--- src/rtl/ahbl_apb_pkg.sv ---
// Shared types and constants for the AHB-Lite to APB3 bridge.
// The ERR1/ERR2 states only exist when AHBL_APB_PSLVERR_EN is defined.
package ahbl_apb_pkg;

  // Bridge FSM states.
  typedef enum logic [2:0] {
    ST_IDLE   = 3'd0,
    ST_WLATCH = 3'd1,
    ST_SETUP  = 3'd2,
    ST_ACCESS = 3'd3,
    ST_DONE   = 3'd4
`ifdef AHBL_APB_PSLVERR_EN
    ,
    ST_ERR1   = 3'd5,
    ST_ERR2   = 3'd6
`endif
  } state_t;

  // AHB transfer types.
  localparam logic [1:0] HTRANS_IDLE   = 2'b00;
  localparam logic [1:0] HTRANS_BUSY   = 2'b01;
  localparam logic [1:0] HTRANS_NONSEQ = 2'b10;
  localparam logic [1:0] HTRANS_SEQ    = 2'b11;

  // AHB response codes.
  localparam logic HRESP_OKAY  = 1'b0;
  localparam logic HRESP_ERROR = 1'b1;

endpackage

--- src/rtl/ahbl_apb_bridge.sv ---
// AHB-Lite slave to APB3 master bridge. Each accepted AHB transfer is
// replayed as one APB read or write; AHB wait states are inserted until the
// APB access completes. All outputs are registered.
// Optional feature: define AHBL_APB_PSLVERR_EN to map PSLVERR onto a
// two-cycle AHB ERROR response; otherwise PSLVERR is ignored and HRESP is OKAY.
module ahbl_apb_bridge
  import ahbl_apb_pkg::*;
#(
  parameter int ADDR_WIDTH = 12
) (
  input  logic                  HCLK,
  input  logic                  HRESETN,
  input  logic                  HSEL,
  input  logic [31:0]           HADDR,
  input  logic [1:0]            HTRANS,
  input  logic                  HWRITE,
  input  logic [2:0]            HSIZE,
  input  logic [31:0]           HWDATA,
  input  logic                  HREADYIN,
  output logic                  HREADYOUT,
  output logic                  HRESP,
  output logic [31:0]           HRDATA,
  output logic [ADDR_WIDTH-1:0] PADDR,
  output logic                  PSEL,
  output logic                  PENABLE,
  output logic                  PWRITE,
  output logic [31:0]           PWDATA,
  input  logic [31:0]           PRDATA,
  input  logic                  PREADY,
  input  logic                  PSLVERR
);

  state_t state;
  logic   accept;

  // A real (NONSEQ/SEQ) transfer addressed to us while the bus is ready.
  assign accept = HSEL & HREADYIN & HTRANS[1];

`ifdef AHBL_APB_PSLVERR_EN
  logic hresp_q;
  assign HRESP = hresp_q;

  // Size is ignored (all accesses are 32-bit); upper address bits are not decoded.
  logic unused;
  assign unused = ^{HSIZE, HTRANS[0], HADDR[31:ADDR_WIDTH]};
`else
  assign HRESP = HRESP_OKAY;

  // Size is ignored (all accesses are 32-bit); upper address bits and
  // PSLVERR are not used in this build.
  logic unused;
  assign unused = ^{HSIZE, HTRANS[0], HADDR[31:ADDR_WIDTH], PSLVERR};
`endif

  // FSM plus datapath registers; every output is set for the state being entered.
  // NOTE: state and outputs use non-blocking assignments so every register
  // samples the pre-edge values and the order of statements does not matter.
  always_ff @(posedge HCLK) begin
    // NOTE: reset is synchronous, so it lives inside the clocked branch and
    // HRESETN is not in the sensitivity list.
    if (!HRESETN) begin
      state     <= ST_IDLE;
      HREADYOUT <= 1'b1;
      HRDATA    <= '0;
      PADDR     <= '0;
      PSEL      <= 1'b0;
      PENABLE   <= 1'b0;
      PWRITE    <= 1'b0;
      PWDATA    <= '0;
`ifdef AHBL_APB_PSLVERR_EN
      hresp_q   <= HRESP_OKAY;
`endif
    end else begin
      case (state)
        ST_WLATCH: begin
          PWDATA <= HWDATA;
          PSEL   <= 1'b1;
          state  <= ST_SETUP;
        end

        ST_SETUP: begin
          PENABLE <= 1'b1;
          state   <= ST_ACCESS;
        end

        ST_ACCESS: begin
          // Without PREADY everything holds: one more wait state.
          if (PREADY) begin
            if (!PWRITE) HRDATA <= PRDATA;
            PSEL    <= 1'b0;
            PENABLE <= 1'b0;
`ifdef AHBL_APB_PSLVERR_EN
            if (PSLVERR) begin
              hresp_q <= HRESP_ERROR;
              state   <= ST_ERR1;
            end else begin
              HREADYOUT <= 1'b1;
              state     <= ST_DONE;
            end
`else
            HREADYOUT <= 1'b1;
            state     <= ST_DONE;
`endif
          end
        end

`ifdef AHBL_APB_PSLVERR_EN
        ST_ERR1: begin
          // Second cycle of the ERROR response: HRESP stays high, ready rises.
          HREADYOUT <= 1'b1;
          state     <= ST_ERR2;
        end
`endif

        default: begin
          // IDLE, DONE and ERR2 all behave as an address phase slot.
`ifdef AHBL_APB_PSLVERR_EN
          hresp_q <= HRESP_OKAY;
`endif
          if (accept) begin
            PADDR     <= HADDR[ADDR_WIDTH-1:0];
            PWRITE    <= HWRITE;
            HREADYOUT <= 1'b0;
            if (HWRITE) begin
              state <= ST_WLATCH;
            end else begin
              PSEL  <= 1'b1;
              state <= ST_SETUP;
            end
          end else begin
            HREADYOUT <= 1'b1;
            state     <= ST_IDLE;
          end
        end
      endcase
    end
  end

endmodule

--- config.mk ---
export PLATFORM = sky130hd
export DESIGN_NAME = ahbl_apb_bridge
export DESIGN_NICKNAME = d
export VERILOG_FILES = /design/src/rtl/ahbl_apb_pkg.sv /design/src/rtl/ahbl_apb_bridge.sv
export SDC_FILE = /design/constraint.sdc
export NUM_CORES = 1
export LEC_CHECK = 0
export BUFFER_PORTS_ARGS = -buffer_cell sky130_fd_sc_hd__buf_2
export CAP_MARGIN = 40
export CORE_ASPECT_RATIO = 1.5
export CORE_MARGIN = 2
export CORE_UTILIZATION = 40
export CTS_BUF_LIST = sky130_fd_sc_hd__clkbuf_8
export DETAILED_ROUTE_END_ITERATION = 10
export HOLD_SLACK_MARGIN = 0.05
export PLACE_DENSITY_LB_ADDON = 0.3
export SYNTH_ARGS = -nofsm -noshare
export SYNTH_HDL_FRONTEND = slang
export SYNTH_SLANG_ARGS = --single-unit
--- constraint.sdc ---
create_clock -name HCLK -period 1.3 [get_ports HCLK]
set_input_delay 0.065 -clock HCLK [delete_from_list [all_inputs] [get_ports HCLK]]
set_output_delay 0.065 -clock HCLK [all_outputs]
set_load 0.02 [all_outputs]
==> flow_summary.ini <==
[sta]
rsz0062_at_grt = true
min_period_over_period = 0.988
hold_viol = 0
drv_slew = 0
setup_viol = 0
fmax_ghz = 0.779
finClkSkew_ns = 0.00793
period_minus_slack_ns = 1.28
hold_ws_ns = 0.0857
worst_slack_ns = 0.0158

[status]
status = finished clean

[grt]
grt-ovfl-total = 0
grt_usage = 0.205
grt_antenna_before_repair = 0
grt_max_degree = 48
grt_pass1_vias = 3216
grt_pass1_wl_um = 14600

[run]
maxCapViolCount = 0

[critical_path]
cp_common_cell = buf_6
crit_fanout = 8
required_ns = 1.57
critPathBufInv = 3
cp-end-kind = register
slowest_delay_ns = 0.34
cp.arrival_ns = 1.56
crit_chain = buf_6 -> nor3_4 -> buf_6 -> buf_12 -> mux2i_2
path_class = reg -> reg
cp-start-kind = register
crit_family = buffers and inverters
crit_path_top_delay_cell = dfxtp_2

[final_layout]
multi_input_area_sq_um = 1500
fillers = 650
final_util = 0.683
regArea_sq_um = 1670
nNetsFinal = 725
layout-drive-gt1-share = 0.342
n_antenna_cell = 0
synthToLayoutAreaGrowth_pct = 66.4

[power_and_ir_drop]
power.static_leakage_nw = 2.45
peakVddDrop_uv = 673
p_per_area_nw_per_um2 = 985
netSwitchingFraction = 0.254
netSwitchingPower_w = 0.00137
clkPwrFrac = 0.345
p_seq_frac = 0.493
p_comb_frac = 0.161
internal_power_w = 0.00402
design_power_total_w = 0.00538

[clocking]
htreeDepth = 3
cts-root-buf = clkbuf_8
cts_max_path_buffers = 2
clk_pin_slew_worst_paths_ns = 0.08
cts_tree = yes
insertion_delay_ns = 0.35
numCtsBuffers = 9
cts_sinks = 83

[floorplanning]
num_io_pins = 189
die-area_sq_um = 8970
die_h_um = 115
row_count = 40
die_w_um = 78
start_util = 0.410
core_area_sq_um = 8010

[routing]
routedWlPerCell_um = 13.7
antenna_left = 0
drt-total-wl_um = 9920
num_vias = 3370
firstDrtPassIters = 4
drt_iter0_drc = 93
drc = 0
via_per_inst = 4.64

[logic_synthesis]
synth_warnings = 0
synth_area_leader_cell = dfxtp_1
avgSynthCellArea_sq_um = 8.90
yosys-top-cells-area = dfxtp_1 (51%), nand2_1 (18%), mux2i_1 (14%)
synth-seq-cells = 83
synth.distinct_cells = 28
synth_top_area_share = 0.506
ys_seq_area_frac = 0.506
synth_area_sq_um = 3290
netlist_instances = 369
syn_nets = 477

[place]
gp_congestion = 0.715
port_buffers = 162
hpwl_um = 5460
preCtsSetupSlack_ns = -0.0402

[worst_hold_path]
hold_class = in -> reg
==> placed cells by master, fill, tap and decap left out, types with 2 or more instances in the layout <==
cell type / instances
dfxtp_1: 80
mux2i_1: 43
nand2_1: 156
o21a_1: 3
dfxtp_4: 2
buf_12: 6
clkbuf_16: 3
nor2b_1: 2
buf_16: 2
a21boi_1: 27
nand3_1: 2
buf_4: 8
buf_6: 6
nand2b_1: 2
buf_2: 161
dlygate4sd3_1: 78
clkbuf_8: 10
a21boi_0: 5
clkinvlp_4: 4
==> synthesized netlist by cell type (all sizes together) <==
cell type  number
o22ai           1
conb            1
and2            1
nor3            1
nand3           3
dfxtp          83
clkbuf         13
o21a            3
nand2b          2
nand2         157
and3            1
o21bai          1
nor2            1
a21boi         33
a211oi          1
nor3b           2
and2b           1
buf            14
o21ai           2
or3b            1
mux2i          45
nor2b           2
==> timing repair <==
| item | in CTS | in global routing |
|---|---|---|
| hold endpoints to repair | 80 | 0 |
| endpoints found under the setup margin | 35 | 49 |
| pin swaps | 1 | 3 |
| setup buffers | 1 | 3 |
| gates resized for setup | 8 | 28 |
| cloned | 2 | 4 |
| hold buffers | 78 | 0 |
==> routing by layer <==
| layer | GRT usage | vias to the layer above | wire length [um] |
|---|---|---|---|
| li1 | - | 1681 | - |
| met1 | 0.223 | 1555 | 3830 |
| met2 | 0.371 | 118 | 5370 |
| met3 | 0.0432 | 16 | 538 |
| met4 | 0.111 | 0 | 187 |
| met5 | 0 | - | 0 |
==> kinds of logic (layout without fill, tap and decap cells) <==
family | count (synthesis) | count (layout) | share of synthesized area
other cells | 1 | 1 | 0.00114
flops | 83 | 83 | 0.506
simple gates | 172 | 172 | 0.212
mux | 45 | 45 | 0.137
compound gates | 41 | 41 | 0.0918
buf+inv | 27 | 280 | 0.0518
==> state kept, by name, summed over array words and instances, names as in the netlist <==
name,flops
HRDATA,32
HREADYOUT,1
PWDATA,32
PWRITE,1
PENABLE,1
PADDR,12
PSEL,1
state,3
==> per-stage QoR <==
step           std cells  instance area [sq um]  TNS (ns)
2_1_floorplan        369                   3290         0
3_3_place_gp         623                   4250         0
3_5_place_dp         623                   4250    -0.213
4_1_cts              720                   5320  -0.00160
5_1_grt              727                   5470    -0.233
6_report             727                   5470         0
==> layout make-up <==
type,count,area share
clock buffers,10,0.0252
clock inverters,6,0.0119
multi-input cells,259,0.274
flip-flops and latches,83,0.306
well taps,105,0.0240
repair buffers,264,0.359
==> worst reg2reg max path, delay by kind of cell, from the launching register on <==
| kind | cells | cell delay [ns] |
|---|---|---|
| muxes | 1 | 0.23 |
| buffers and inverters | 3 | 0.42 |
| DFF | 1 | 0.34 |
| and+or+nand+nor | 1 | 0.22 |
==> final timing paths <==
kind / from / end / slack (ns) / cells after the start
worst min-delay path: HRESETN / HRDATA[9]$_SDFFE_PN0P_ / 0.09 / 3
worst max register to register: state[2]$_SDFFE_PN0P_ / HRDATA[16]$_SDFFE_PN0P_ / 0.02 / 5
worst max-delay path: state[2]$_SDFFE_PN0P_ / HRDATA[16]$_SDFFE_PN0P_ / 0.02 / 5
worst min register to register: PWDATA[30]$_SDFFE_PN0N_ / PWDATA[30]$_SDFFE_PN0N_ / 0.45 / 2
==> power groups by stage <==
stage          Sequential (W)  Clock, W  Combinational, W
3_3_place_gp          0.00271         0          0.000607
5_1_grt               0.00267   0.00202          0.000939
4_1_cts               0.00266   0.00192          0.000806
6_report              0.00266   0.00186          0.000868
3_5_place_dp          0.00271         0          0.000618
2_1_floorplan         0.00280         0          0.000257
No activity file was read; power rests on OpenSTA's default activity.
